[config.mk]
export PLATFORM = sky130hd
export DESIGN_NAME = ser_deser_rx
export DESIGN_NICKNAME = d
export VERILOG_FILES = /design/src/rtl/ser_deser_rx_pkg.sv /design/src/rtl/ser_deser_rx.sv
export SDC_FILE = /design/constraint.sdc
export NUM_CORES = 1
export LEC_CHECK = 0
export CORE_UTILIZATION = 44
export CTS_CLUSTER_SIZE = 16
export DETAILED_ROUTE_END_ITERATION = 7
export PLACE_DENSITY = 0.72
export SLEW_MARGIN = 20
export SYNTH_ARGS = -nofsm -noshare
export SYNTH_HDL_FRONTEND = slang
export SYNTH_SLANG_ARGS = --single-unit
export TNS_END_PERCENT = 20
[constraint.sdc]
create_clock -name clk -period 1.2 [get_ports clk]
set_input_delay 0.24 -clock clk [delete_from_list [all_inputs] [get_ports clk]]
set_output_delay 0.24 -clock clk [all_outputs]
set_load 0.1 [all_outputs]
[src/rtl/ser_deser_rx_pkg.sv]
// Shared types for the serial receive path and its matching transmit-side controller.
package ser_deser_rx_pkg;

    typedef enum logic [1:0] {
        IDLE     = 2'd0,
        SHIFT    = 2'd1,
        PARITY   = 2'd2,
        COMPLETE = 2'd3
    } rx_state_t;

    function automatic int rx_cnt_w(input int size);
        return $clog2(size + 1);
    endfunction

endpackage

[src/rtl/ser_deser_rx.sv]
// Serial-to-parallel frame receiver: MSB-first bits in, SIZE-bit words out on a valid/ready port.
// Optional trailing even-parity bit when SER_DESER_RX_PARITY_EN is defined.
module ser_deser_rx
    import ser_deser_rx_pkg::*;
#(
    parameter int SIZE = 8
) (
    input  logic            clk,
    input  logic            rst_n,
    input  logic            i_start,
    input  logic            i_bit_vld,
    input  logic            i_ser_in,
    input  logic            i_out_ready,
    input  logic            i_ovr_clr,
    output logic [SIZE-1:0] o_data_out,
    output logic            o_out_valid,
    output logic            o_parity_err,
    output logic            o_busy,
    output logic            o_overrun
);

    localparam int            CW      = rx_cnt_w(SIZE);
    localparam logic [CW-1:0] CNT_LST = CW'(SIZE - 1);
    localparam logic [CW-1:0] CNT_SAT = CW'(SIZE);

    rx_state_t       r_state;
    logic [SIZE-1:0] r_shift;
    logic [CW-1:0]   r_cnt;
    logic [SIZE-1:0] r_data_out;
    logic            r_out_valid;
    logic            r_overrun;

    logic            w_slot_free;
    logic [CW-1:0]   w_next_cnt;

    // A held word that is being accepted this cycle frees the slot for an immediate refill.
    assign w_slot_free = !r_out_valid || i_out_ready;
    assign w_next_cnt  = (r_cnt == CNT_SAT) ? CNT_SAT : r_cnt + 1'b1;

`ifdef SER_DESER_RX_PARITY_EN
    logic r_perr_pend;
    logic r_parity_err;
`endif

    always_ff @(posedge clk) begin
        if (!rst_n) begin
            r_state     <= IDLE;
            r_shift     <= '0;
            r_cnt       <= '0;
            r_data_out  <= '0;
            r_out_valid <= 1'b0;
            r_overrun   <= 1'b0;
`ifdef SER_DESER_RX_PARITY_EN
            r_perr_pend  <= 1'b0;
            r_parity_err <= 1'b0;
`endif
        end else begin
            if (r_out_valid && i_out_ready)
                r_out_valid <= 1'b0;

            // Clear first so a same-cycle overrun below takes priority.
            if (i_ovr_clr)
                r_overrun <= 1'b0;

            if (r_state == COMPLETE) begin
                if (w_slot_free) begin
                    r_data_out  <= r_shift;
                    r_out_valid <= 1'b1;
`ifdef SER_DESER_RX_PARITY_EN
                    r_parity_err <= r_perr_pend;
`endif
                end else begin
                    r_overrun <= 1'b1;
                end
            end

            if (i_start) begin
                r_state <= SHIFT;
                r_cnt   <= '0;
                r_shift <= '0;
            end else begin
                case (r_state)
                    IDLE: r_state <= IDLE;
                    SHIFT: begin
                        if (i_bit_vld) begin
                            r_shift <= {r_shift[SIZE-2:0], i_ser_in};
                            r_cnt   <= w_next_cnt;
                            if (r_cnt == CNT_LST)
`ifdef SER_DESER_RX_PARITY_EN
                                r_state <= PARITY;
`else
                                r_state <= COMPLETE;
`endif
                        end
                    end
`ifdef SER_DESER_RX_PARITY_EN
                    PARITY: begin
                        if (i_bit_vld) begin
                            r_perr_pend <= (^r_shift) ^ i_ser_in;
                            r_state     <= COMPLETE;
                        end
                    end
`endif
                    COMPLETE: r_state <= IDLE;
                    default:  r_state <= IDLE;
                endcase
            end
        end
    end

    assign o_data_out  = r_data_out;
    assign o_out_valid = r_out_valid;
    assign o_busy      = (r_state != IDLE);
    assign o_overrun   = r_overrun;
`ifdef SER_DESER_RX_PARITY_EN
    assign o_parity_err = r_parity_err;
`else
    assign o_parity_err = 1'b0;
`endif

endmodule
==> out/summary.txt, run 1 <==
Core ar.: 2020 um2
Top-area cell type share of the netlist area: 49.5%
Peak VDD IR: 835 uV
Area Overhead vs Synth: 47.2%
DRT Pass-1 Iters: 4
Yosys cell types: 25
Layout cell share with drive strength beyond 1: 27.7%
Cell family with most CP delay: flip-flops
GPL Wtd Cong: 0.764
Most common library cells after synthesis: dfxtp_1 (24), nand2_1 (21), a21oi_1 (12)
DR vias: 871
Vias in the first global route: 807
H-tree Lvls: 1
Hold path endpoint: r_shift[0]$_SDFFE_PP0P_
DRC viols: 0
Setup ws final: -135 ps
Initial antenna violation count: 0
Pint: 0.00111 W
Clk buf depth: 2
Full die area: 2400 um2
Pins Over Slew Limit: 0
Total GRT Usage: 18.6%
Post-layout min period: 1330 ps
Critical path data required time: 960 ps
Post-Place Cells: 161
Critical Path Start Type: flop
Top_reg_cell synth: dfxtp_1
Leading post-synthesis cells by cell area: dfxtp_1 (50%), nand2_1 (8.1%), a21boi_0 (7.0%)
Dpl hpwl: 1.42 mm
Largest stage delay on the critical path: 360 ps
Critical hold path startpoint: i_ser_in
DR WL/cell: 11.4 um
Die Span Y: 48.9 um
Critical Path End Type: output port
Pwr Total: 0.00143 W
FF/Latch Area: 495 um2
RR Startpoint: r_state[1]$_SDFFE_PP0P_
EDFF count, synth: 0
Final antenna diode count: 0
Via density: 5.18
Crit-path slowest cell: dfxtp_4
Antenna viol nets, final: 0
Synth Instances: 114
Critical-path cell list: or2_4 -> buf_12
Failing checks: negative setup slack
Multi-input logic area: 454 um2
Crit-path max FO: 2
Critical path type: flop to output port
Fin cells: 168
Switching Share: 22.2%
Clk root buf: clkbuf_4
Yosys warns: 0
Clock sink total: 24
Worst R2R Path Depth: 4
Reg2Reg Setup Slack: -40 ps
Final nets: 151
Post-synthesis sequential area ratio: 49.5%
Final core utilization: 70.6%
Power per cell area: 1000 nW/um2
CTS Buf Count: 3
Wire length of the first global-routing pass: 3.45 mm
Mapped Nets: 123
Fmax achieved: 749 MHz
Sw Pwr: 0.000318 W
Total wire length: 1.92 mm
Hold path depth: 3
Biggest area consumer among synthesized cells: dfxtp_1
Total of max-cap violations: 0
Most common cell in the netlist: dfxtp_1
Netlist Area Pre-Place: 970 um2
Syn_area_per_cell: 8.51 um2
Synthesis-stage register bit count: 24
Reg2reg end: r_cnt[3]$_SDFFE_PP0P_
Worst-skew pair later-pin latency: 320 ps
Hold Vio Cnt, Final: 0
Fin Setup TNS: -389 ps
Combinational Power Share: 9.3%
Detailed router's first-iteration violation count: 30
Final setup fails: 11
Largest net degree at the start of global routing: 15
Worst-path clk slew: 130 ps
Share of power burned in registers: 55.9%
Starting Density: 48.0%
Total grt overflow: 0
Ys async rst share: 0%
Port Buffer Count: 17
Leakage: 0.499 nW
Die width: 48.9 um
WP data arrival: 1090 ps
WP buf/inv: 1
Clock Power Share: 34.8%
Cell Rows: 16
IO Count: 19
Worst min path class: input pin to flop
TritonCTS clock tree: built
Fillers: 154
RSZ-0062 raised after global routing: yes
Period Utilization, post-route: 111%
Clock skew: 4.81 ps
Status: complete, but fails checks
==> power by group through the flow <==
stage | combinational [W] | clock [W] | sequential (W)
after floorplan | 0.0000686 | 0 | 0.000820
after global placement | 0.000117 | 0 | 0.000821
after detailed placement | 0.000118 | 0 | 0.000821
after CTS | 0.000126 | 0.000511 | 0.000799
after global routing | 0.000141 | 0.000546 | 0.000800
final | 0.000132 | 0.000498 | 0.000798
==> worst reg2reg max path, delay by kind of cell, from the launching register on <==
kind,cells,cell delay [ps]
DFF,1,360
buffers and inverters,1,150
and+or+nand+nor,2,550
AOI/OAI and AO/OA,1,130
==> per-layer routing <==
metal / part of all wire (%) / vias up / track usage [%]
li1: - / 440 / -
met4: 2.0 / 0 / 8.82
met3: 4.1 / 5 / 3.12
met1: 45 / 403 / 22.1
met5: 0 / - / 0
met2: 49 / 23 / 32.4
==> repair_timing <==
action / in CTS / in global routing
setup endpoints to repair: 2 / 19
pin swaps: 4 / 1
buffers inserted: 2 / 1
resized for setup: 7 / 6
hold buffers: 0 / 0
==> flip-flops by register name, indices dropped and copies added (netlist names) <==
name	flops
o_data_out	8
o_overrun	1
r_shift	8
r_cnt	4
r_state	2
o_out_valid	1
==> final cells by class <==
class / count / area share, %
tap: 27 / 2.37
inverter: 4 / 1.05
timing repair buffer: 30 / 26.7
sequential: 24 / 34.7
clock buffer: 4 / 3.33
multi-input combinational: 79 / 31.8
==> cell families (layout without fill, tap and decap cells) <==
logic type               Yosys count  after routing  synth area share, %
flip-flops                        24             24                 49.5
AO/OA/AOI/OAI                     34             34                 21.2
AND/OR/NAND/NOR                   42             42                 21.2
adder cells (fa/ha/maj)            2              2                 2.58
other                              1              1                0.387
buffers and inverters             11             38                 5.16
==> worst max-delay path by stage <==
stage,cells after the start,from,end,slack (ps)
4_1_cts,2,r_state[1]$_SDFFE_PP0P_,o_busy,-140
6_report,2,r_state[1]$_SDFFE_PP0P_,o_busy,-130
3_3_place_gp,5,i_bit_vld,r_shift[3]$_SDFFE_PP0P_,-230
5_1_grt,2,r_state[1]$_SDFFE_PP0P_,o_busy,-170
3_5_place_dp,5,i_bit_vld,r_shift[7]$_SDFFE_PP0P_,-270
2_1_floorplan,2,o_data_out[0]$_SDFFE_PN0P_,o_data_out[0]$_SDFFE_PN0P_,-150
==> through the flow <==
stage	area (um2)	setup slack [ps]	hold WS (ps)
6_report	1430	-135	450
4_1_cts	1410	-140	444
2_1_floorplan	978	-149	364
3_5_place_dp	1330	-267	459
5_1_grt	1430	-168	477
3_3_place_gp	1330	-229	447
==> cell usage in the layout (no fill, tap or decap), types with 4 or more instances in the layout <==
master and instances:
inv_1 4, dfxtp_1 18, a21oi_1 12, buf_4 12
nand3_1 9, a21boi_0 8, o21ai_0 8, nand2_1 20
clkdlybuf4s50_1 6, buf_12 11
Note: power is estimated with default switching activity, not from simulation.
==> run 2, diff against run 1 <==
--- a/config.mk
+++ b/config.mk
@@ -9,6 +9,7 @@
 export CTS_CLUSTER_SIZE = 16
 export DETAILED_ROUTE_END_ITERATION = 7
 export PLACE_DENSITY = 0.72
+export SKIP_CTS_REPAIR_TIMING = 1
 export SLEW_MARGIN = 20
 export SYNTH_ARGS = -nofsm -noshare
 export SYNTH_HDL_FRONTEND = slang
==> out/summary.txt, run 2 (synthesis results as in run 1) <==
Layout cell share with drive strength beyond 1: 26.6% (-1.0 points)
Initial antenna violation count: 0 (unchanged)
Vias in the first global route: 784 (-2.9%)
H-tree Lvls: 1 (unchanged)
Worst path depth: 2 (unchanged)
Critical Path Start Type: flop
Power per cell area: 1010 nW/um2 (+1.4%)
Status: complete, but fails checks
Antenna viol nets, final: 0 (unchanged)
Fin cells: 166 (-1.2%)
Final nets: 149 (-1.3%)
Reg2Reg Setup Slack: 20 ps (+60 ps)
Critical path type: flop to output port
Most frequent cells in the layout: nand2_1 (21), dfxtp_1 (17), a21oi_1 (12), buf_12 (11), buf_4 (11)
Critical Path End Type: output port
Crit-path slowest cell: dfxtp_4
Full die area: 2400 um2 (unchanged)
Commonest non-fill, non-tap cell in the layout: nand2_1
Period Utilization, post-route: 113% (+1.4 points)
Port Buffer Count: 17 (unchanged)
Reg2reg end: o_data_out[1]$_SDFFE_PN0P_
Worst-path clk slew: 130 ps (about the same)
Worst-skew pair later-pin latency: 320 ps (about the same)
Worst min path class: input pin to flop
Detailed router's first-iteration violation count: 21 (-30%)
Pwr Total: 0.00142 W (-0.42%)
Largest stage delay on the critical path: 370 ps (about the same)
Area Overhead vs Synth: 44.6%
WP data arrival: 1110 ps (+20 ps)
Pins Over Slew Limit: 0 (unchanged)
Clock skew: 3.61 ps (-1.21 ps)
DR vias: 856 (-1.7%)
Total GRT Usage: 17.9% (-0.66 points)
Clk buf depth: 2 (unchanged)
Cell family with most CP delay: flip-flops
IO Count: 19 (unchanged)
Total of max-cap violations: 0 (unchanged)
Peak VDD IR: 845 uV (+1.2%)
Via density: 5.16 (-0.54%)
RR Startpoint: r_state[1]$_SDFFE_PP0P_
Clock sink total: 24 (unchanged)
TritonCTS clock tree: built
GPL Wtd Cong: 0.764 (unchanged)
Setup ws final: -151 ps (-17.0 ps)
DRT Pass-1 Iters: 4 (unchanged)
Clk root buf: clkbuf_4
Cell Rows: 16 (unchanged)
Post-Place Cells: 161 (unchanged)
Fmax achieved: 740 MHz (-1.3%)
Failing checks: negative setup slack
Worst Setup EP: o_busy
DRC viols: 0 (unchanged)
Total wire length: 1.85 mm (-3.7%)
Final antenna diode count: 0 (unchanged)
Critical path data required time: 960 ps (about the same)
Hold Vio Cnt, Final: 0 (unchanged)
Pre-CTS WS: -267 ps (unchanged)
Worst setup path start: r_state[1]$_SDFFE_PP0P_
Wire length of the first global-routing pass: 3.31 mm (-4.2%)
Largest net degree at the start of global routing: 15 (unchanged)
WP buf/inv: 1 (unchanged)
RSZ-0062 raised after global routing: yes
Die width: 48.9 um (unchanged)
Die Span Y: 48.9 um (unchanged)
CTS Buf Count: 3 (unchanged)
Critical-path cell list: or2_4 -> buf_12
Leakage: 0.484 nW (-3.0%)
Final setup fails: 1 (-10)
Core ar.: 2020 um2 (unchanged)
Dpl hpwl: 1.42 mm (unchanged)
Total grt overflow: 0 (unchanged)
DR WL/cell: 11.1 um (-2.6%)
Hold WS: 451 ps (+1.55 ps)
Crit-path max FO: 5 (+3)
Starting Density: 48.0% (unchanged)
Worst R2R Path Depth: 4 (unchanged)
Post-layout min period: 1350 ps (+17.0 ps)
-- run 2: routing by layer --
| metal | wire length (um) | vias to the layer above | global-route usage [%] |
|---|---|---|---|
| li1 | - | 435 | - |
| met1 | 849 | 398 | 21.5 |
| met2 | 902 | 18 | 30.8 |
| met3 | 57 | 5 | 3.12 |
| met4 | 38 | 0 | 8.82 |
| met5 | 0 | - | 0 |
-- run 2: metrics by stage --
stage,TNS (ps),util (%),instance area (um2)
2_1_floorplan,-1040,-,978
3_3_place_gp,-3750,65.9,1330
3_5_place_dp,-4590,65.9,1330
4_1_cts,-251,68.3,1380
5_1_grt,-333,69.4,1400
6_report,-151,69.4,1400
-- run 2: layout make-up --
cell class / count / area, um2
clock buffer: 4 / 47.5
fill: 153 / 619
inverter: 4 / 15.0
multi-input combinational: 79 / 447
sequential: 24 / 497
tap: 27 / 33.8
timing repair buffer: 28 / 363
-- run 2: worst reg2reg max path, cell delays in order, from the launching register on --
cell and delay [ps]:
dfxtp_4 370, buf_4 140, nand2_1 230, o21ai_0 140, a21boi_0 210
-- run 2: worst min-delay path by stage --
| stage | from | end | slack [ps] | depth (start not counted) |
|---|---|---|---|---|
| after floorplan | i_start | r_state[0]$_SDFFE_PN0P_ | 360 | 1 |
| after global placement | r_shift[7]$_SDFFE_PP0P_ | r_shift[7]$_SDFFE_PP0P_ | 450 | 2 |
| after detailed placement | r_shift[7]$_SDFFE_PP0P_ | r_shift[7]$_SDFFE_PP0P_ | 460 | 2 |
| after CTS | i_ser_in | r_shift[0]$_SDFFE_PP0P_ | 440 | 3 |
| after global routing | i_ser_in | r_shift[0]$_SDFFE_PP0P_ | 480 | 3 |
| final | i_ser_in | r_shift[0]$_SDFFE_PP0P_ | 450 | 3 |
-- run 2: power by group --
part           leakage (nW)  switching (W)  internal [W]
combinational         0.260      0.0000656     0.0000547
clock                0.0261       0.000247      0.000255
sequential            0.198     0.00000507      0.000796
==> run 3, diff against run 2 <==
--- a/config.mk
+++ b/config.mk
@@ -5,11 +5,13 @@
 export SDC_FILE = /design/constraint.sdc
 export NUM_CORES = 1
 export LEC_CHECK = 0
-export CORE_UTILIZATION = 44
+export CORE_UTILIZATION = 43
 export CTS_CLUSTER_SIZE = 16
 export DETAILED_ROUTE_END_ITERATION = 7
-export PLACE_DENSITY = 0.72
+export DONT_BUFFER_PORTS = 1
+export PLACE_DENSITY = 0.6
 export SKIP_CTS_REPAIR_TIMING = 1
+export SKIP_LAST_GASP = 1
 export SLEW_MARGIN = 20
 export SYNTH_ARGS = -nofsm -noshare
 export SYNTH_HDL_FRONTEND = slang
==> out/summary.txt, run 3 (synthesis results as in run 1) <==
Status: complete, but fails checks
Failing checks: negative setup slack
Commonest non-fill, non-tap cell in the layout: nand2_1
CTS Buf Count: 3 (unchanged)
Placed inst area: 1110 um2 (-16%)
Cell Rows: 16 (unchanged)
GPL Wtd Cong: 0.738 (-3.5%)
Pwr Total: 0.00125 W (-12%)
Cell family with most CP delay: flip-flops
Peak VDD IR: 530 uV (-37%)
Clk buf depth: 2 (unchanged)
DRC viols: 0 (unchanged)
Crit-path max FO: 4 (-1)
Reg2Reg Setup Slack: 10 ps (about the same)
Final antenna diode count: 0 (unchanged)
Worst path depth: 1 (-1)
TritonCTS clock tree: built
Layout cell share with drive strength beyond 1: 25.6% (-1.0 points)
Hold Vio Cnt, Final: 0 (unchanged)
IO Count: 19 (unchanged)
Area Overhead vs Synth: 22.1%
M1 GR Usage: 20.0% (-1.5 points)
Worst min path class: input pin to flop
Busiest grt layer: met2
Critical-path cell list: or2_4
Total grt overflow: 0 (unchanged)
Worst R2R Path Depth: 4 (unchanged)
Clock sink total: 24 (unchanged)
Pins Over Slew Limit: 0 (unchanged)
Total wire length: 1.96 mm (+6.2%)
WP data arrival: 1040 ps (-70 ps)
DR vias: 807 (-5.7%)
Power per cell area: 1050 nW/um2 (+4.0%)
Full die area: 2450 um2 (+2.2%)
GR Layer Usage met2: 27.6% (-3.2 points)
Port Buffer Count: 0 (-17)
DR WL/cell: 12.6 um (+13%)
Detailed router's first-iteration violation count: 3 (-86%)
Total GRT Usage: 16.5% (-1.4 points)
Largest stage delay on the critical path: 370 ps (about the same)
Setup ws final: -75.5 ps (+76.0 ps)
Post-Place Cells: 149 (-7.5%)
Starting Density: 47.5% (-0.47 points)
Total of max-cap violations: 0 (unchanged)
Most frequent cells in the layout: nand2_1 (21), dfxtp_1 (17), buf_4 (16), a21oi_1 (11)
Final Cell Area: 1180 um2 (-16%)
Initial antenna violation count: 0 (unchanged)
Vias in the first global route: 750 (-4.3%)
DRT Pass-1 Iters: 4 (unchanged)
Critical Path Start Type: flop
RSZ-0062 raised after global routing: yes
Worst-path clk slew: 120 ps (about the same)
Wire length of the first global-routing pass: 3.11 mm (-5.9%)
Worst Setup EP: o_busy
Antenna viol nets, final: 0 (unchanged)
Critical path data required time: 960 ps (about the same)
Clk root buf: clkbuf_4
Hold WS: 48.7 ps (-402 ps)
Final nets: 139 (-6.7%)
Critical hold path startpoint: rst_n
Leakage: 0.408 nW (-16%)
Worst-skew pair later-pin latency: 310 ps (about the same)
Post-layout min period: 1280 ps (-76.0 ps)
Fmax achieved: 784 MHz (+6.0%)
Clock skew: 3.81 ps (+0.203 ps)
Dpl hpwl: 1.34 mm (-5.7%)
Largest net degree at the start of global routing: 14 (-1)
Grt met3 use: 3.09% (-0.029 points)
Die width: 49.5 um (+1.1%)
Reg2reg end: r_cnt[3]$_SDFFE_PP0P_
Period Utilization, post-route: 106% (-6.3 points)
Die Span Y: 49.5 um (+1.1%)
Crit-path slowest cell: dfxtp_4
Critical path type: flop to output port
Hold path depth: 1 (-2)
Critical Path End Type: output port
Via density: 5.17 (+0.32%)
RR Startpoint: r_state[0]$_SDFFE_PN0P_
Worst setup path start: r_state[0]$_SDFFE_PN0P_
H-tree Lvls: 1 (unchanged)
Final setup fails: 1 (unchanged)
Core ar.: 2040 um2 (+0.99%)
WP buf/inv: 0 (-1)
Fin cells: 156 (-6.0%)
-- run 3: cell count changes in the layout (fill, tap and decap cells not counted) --
cell and delta:
buf_12 -9, clkdlybuf4s50_1 -6, buf_4 +5, a21oi_1 -1
a21oi_2 +1, and3b_1 +1, and3b_2 -1, clkbuf_1 +1
clkbuf_16 -1, ha_1 -1, ha_2 +1
-- run 3: power by group --
group	total [W]	switching, W	internal (W)	leakage (nW)
logic	0.0000866	0.0000579	0.0000287	0.195
registers	0.000800	0.00000426	0.000796	0.198
clock network	0.000361	0.000232	0.000130	0.0150
total	0.00125	0.000294	0.000955	0.408
-- run 3: metrics by stage --
step	TNS, ps	utilization [%]	worst slack (ps)
floorplan	-1040	-	-149
global placement	0	54.6	67.9
detailed placement	0	54.6	31.4
CTS	-283	55.9	-270
global route	-562	58.0	-112
finish	-75.5	58.0	-75.5
-- run 3: final cells by class --
cell class,instances,area [um2]
Clock buffer,4,26.3
Fill cell,220,858
Inverter,4,15.0
Multi-Input combinational cell,79,452
Sequential cell,24,497
Tap cell,27,33.8
Timing Repair Buffer,18,160
-- run 3: worst min path at each step --
stage / end / slack, ps
final: o_overrun$_SDFF_PN0_ / 50
after global routing: o_out_valid$_SDFF_PN0_ / 30
after CTS: r_state[0]$_SDFFE_PN0P_ / 40
after detailed placement: r_state[0]$_SDFFE_PN0P_ / 370
after global placement: r_state[0]$_SDFFE_PN0P_ / 360
after floorplan: r_state[0]$_SDFFE_PN0P_ / 360
-- run 3: worst register-to-register path, cell delays in order, from the launching register on --
cell      delay (ps)
dfxtp_4          380
buf_4            110
nand3b_1         130
or3_1            370
a21oi_1          140
-- run 3: routing by layer --
layer | wire (um) | part of all wire, %
met4 | 34 | 1.7
met3 | 66 | 3.4
met1 | 874 | 45
met5 | 0 | 0
met2 | 989 | 50
==> variant 1: new RTL, config.mk and constraints of run 3 <==
Change the parameter `SIZE` from 8 to 16.
--- a/src/rtl/ser_deser_rx.sv
+++ b/src/rtl/ser_deser_rx.sv
@@ -3,7 +3,7 @@
 module ser_deser_rx
     import ser_deser_rx_pkg::*;
 #(
-    parameter int SIZE = 8
+    parameter int SIZE = 16
 ) (
     input  logic            clk,
     input  logic            rst_n,
Interface: changed (resized o_data_out); port bits go from 19 to 27. The function was not compared with the original's and may differ.
==> variant 1 against run 3 <==
- the run still ends with setup timing left
- core utilization increased by 0.10 points
- sequential power grew 71%
- wire length is 86% higher
- register-to-register slack lost 0.02 ns
- synthesized area up 70%
- total power up 120%
- clock skew is 0.0023 ns higher
- final area is 80% higher
- sequential cell count grew 17
- worst setup slack improved by 0.028 ns
- critical endpoint unchanged
==> variant 1: results (changes against run 3) <==
| Metric | Value |
|---|---|
| Outcome | `finished, violations left` |
| Violated checks | `setup timing` |
| Layout cells sized above 1 | `0.279 (+0.0233)` |
| DR vias | `1433 (+78%)` |
| Synth unique cells | `33 (+32%)` |
| Final WS setup | `-0.0475 ns (+0.0279 ns)` |
| Pleak | `0.752 nW (+84%)` |
| Routed WL | `3.65 mm (+86%)` |
| CTS buffer count | `5 (+2)` |
| Sequential element share of the synthesized area | `0.497 (+0.00149)` |
| Slowest stage cell on the critical path | `or2_4` |
| Most common library cells after synthesis | `dfxtp_1, nand2_1, a21oi_1` |
| Clock-pin slew on the worst setup and hold paths | `0.08 ns (-0.04 ns)` |
| Layout Nets | `224 (+61%)` |
| PnR Total Power | `2.79 mW (+120%)` |
| Routing usage on met1 | `0.206 (+0.00601)` |
| GR Layer Usage met3 | `0.0589 (+0.0281)` |
| VDD IR max | `744 uV (+40%)` |
| Wire per inst | `13.9 um (+10%)` |
| Syn_nets | `201 (+63%)` |
| Part of the power in combinational logic | `0.045 (-0.024)` |
| Largest delay share family, worst path | `simple AND/OR/NAND/NOR gates` |
| Wire length of the first global-routing pass | `5.81 mm (+87%)` |
| Setup violators final | `2 (+1)` |
| Post-DP Area | `1900 um2 (+71%)` |
| M1 wire length | `1.55 mm (+78%)` |
| Grt met2 use | `0.320 (+0.0442)` |
| Fillers | `329 (+50%)` |
| Met2 wire len | `1.85 mm (+87%)` |
| Fin Clk Skew | `0.00615 ns (+0.00234 ns)` |
| Inst Count DP | `253 (+70%)` |
| Sequential cell area | `833 um2 (+68%)` |
| CP max FO | `6 (+2)` |
| All-Layer GR Usage | `0.185 (+0.0196)` |
==> variant 1: cell types whose count changed in the layout (fill, tap and decap cells not counted), sizes merged, moves of 2 or more <==
cell,run 3,this run
bufinv,0,2
dfxtp,24,41
nand2,21,35
a21oi,12,18
buf,18,31
and3,0,2
a21boi,9,17
nand3,9,17
o21ai,9,17
==> variant 1: area by class of cell <==
type,instances,share of cell area
clock buffers,5,0.0324
clock inverters,3,0.0306
inverters,5,0.00883
multi-input cells,130,0.369
flip-flops and latches,41,0.392
well taps,48,0.0283
repair buffers,31,0.139
==> variant 1: cells by family (layout without fill, tap and decap cells) <==
group,after synthesis,in the layout
simple gates,67,67
fa+ha+maj,3,3
buf+inv,20,44
flops,41,41
compound gates,59,59
other cells,1,1
==> variant 1: worst min-delay path by stage <==
stage               slack (ns)          to  cells after the start
floorplan                 0.36  r_state[0]                      1
global placement          0.36  r_state[0]                      1
detailed placement        0.36  r_state[0]                      1
CTS                       0.06  r_state[0]                      1
global route              0.05  r_state[0]                      1
finish                    0.06  r_state[0]                      1
==> variant 2: new RTL, settings of run 3 <==
Made on the original files. Make the reset (`rst_n`) asynchronous in one clocked block.
--- a/src/rtl/ser_deser_rx.sv
+++ b/src/rtl/ser_deser_rx.sv
@@ -42,7 +42,7 @@
     logic r_parity_err;
 `endif
 
-    always_ff @(posedge clk) begin
+    always_ff @(posedge clk or negedge rst_n) begin
         if (!rst_n) begin
             r_state     <= IDLE;
             r_shift     <= '0;
Function: differs if rst_n is asserted again (counterexample within 4 cycles, from zero or initial values and one cycle with rst_n low); with rst_n held inactive, the same outputs for 10 cycles.
==> variant 2 against run 3 <==
- the flow still finishes with violations (setup timing)
- worst setup slack worse by 0.14 ns
- sequential share of layout area is 0.51 points lower
- via count is 11% lower
- worst hold slack better by 0.0076 ns
- clock skew is 0.0029 ns higher
- wire length is 5.9% lower
- synthesized area is 4.6% higher
- final area is 23% higher
- synthesized cell count is 19% lower
- sequential power is 3.4% higher
- clock power is 14% higher
- sequential cell count stayed put
- total power is 6.9% higher
- die area is 4.5% higher
- critical path type unchanged
- largest cell class unchanged
==> variant 2: results (changes against run 3) <==
| Metric | Value |
|---|---|
| Most common library cells after synthesis | `dfrtp_1, nand2_1, a21oi_1` |
| Fin Clk Skew | `0.00670 ns (+0.00289 ns)` |
| Layout cells sized above 1 | `0.319 (+0.0632)` |
| Pre-CTS worst setup slack | `-0.0549 ns (-0.0863 ns)` |
| Synth top area share | `0.592 (+0.0964)` |
| All-Layer GR Usage | `0.159 (-0.00632)` |
| VDD IR max | `727 uV (+37%)` |
| Worst stage delay on the critical path | `0.43 ns (+0.06 ns)` |
| Syn_nets | `101 (-18%)` |
| Final WS setup | `-0.215 ns (-0.140 ns)` |
| Post-Synth Adder-Cell Area | `0.0247 (-0.00115)` |
| Outcome | `finished, violations left` |
| Wire per inst | `12.8 um (+2.0%)` |
| Layout Nets | `126 (-9.4%)` |
| Setup violators final | `23 (+22)` |
| Violated checks | `setup timing` |
| Placer congestion estimate | `0.704 (-4.5%)` |
| DRT iter0 DRCs | `5 (+2)` |
| DR vias | `722 (-11%)` |
| Wire length of the first global-routing pass | `2.99 mm (-4.0%)` |
| Setup TNS | `-2.09 ns (-2.02 ns)` |
| Slowest stage cell on the critical path | `dfrtp_1` |
| Multiplexer share of the synthesized area | `0.0999 (+0.0999)` |
| Ys async rst share | `1.00 (+1.00)` |
| Fillers | `179 (-19%)` |
| Post-DP Area | `1340 um2 (+20%)` |
| Synth top area cells | `dfrtp_1, mux2_2, nand2_1` |
| Sequential element share of the synthesized area | `0.592 (+0.0964)` |
| Post-synthesis compound-gate area fraction | `0.0801 (-0.131)` |
-- variant 2: logic make-up after synthesis --
| logic type | after synthesis |
|---|---|
| multiplexers | 9 |
| AO/OA/AOI/OAI | 15 |
| other | 1 |
| adder cells (fa/ha/maj) | 2 |
| buffers and inverters | 9 |
| flip-flops | 24 |
| AND/OR/NAND/NOR | 32 |
-- variant 2: cell type report --
| class | count | share of cell area |
|---|---|---|
| inverter | 5 | 0.0129 |
| tap | 28 | 0.0240 |
| sequential | 24 | 0.415 |
| multi-input combinational | 59 | 0.283 |
| clock buffer | 4 | 0.0249 |
| timing repair buffer | 24 | 0.240 |
-- variant 2: path summary, 6_finish.rpt --
kind / from / to / slack, ns / cells after the start
worst min register to register: r_shift[7] / o_data_out[7] / 0.52 / 1
max in group asynchronous: rst_n / o_out_valid / 0.71 / 2
worst min-delay path: i_ser_in / r_shift[0] / 0.06 / 2
worst max register to register: r_state[1] / r_cnt[3] / -0.18 / 4
worst max-delay path: r_state[1] / o_busy / -0.22 / 2
min in group asynchronous: rst_n / o_overrun / 0.34 / 2
-- variant 2: metrics by stage --
step | total power, mW | cells | util
after floorplan | 0.893 | 92 | -
after global placement | 0.900 | 134 | 0.606
after detailed placement | 0.902 | 134 | 0.606
after CTS | 1.31 | 138 | 0.623
after global routing | 1.41 | 144 | 0.659
final | 1.33 | 144 | 0.659
-- variant 2: power breakdown --
group	internal, mW	switching, mW
logic	0.0338	0.0613
registers	0.818	0.00944
clock network	0.185	0.227
total	1.04	0.298
-- variant 2: per-layer routing --
layer	vias to the layer above	routed length, um	share of wire	track usage
met2	11	967	0.52	0.251
met1	354	822	0.44	0.212
met3	2	44	0.024	0.0364
li1	355	-	-	-
met4	0	14	0.0076	0.0556
met5	-	0	0	0
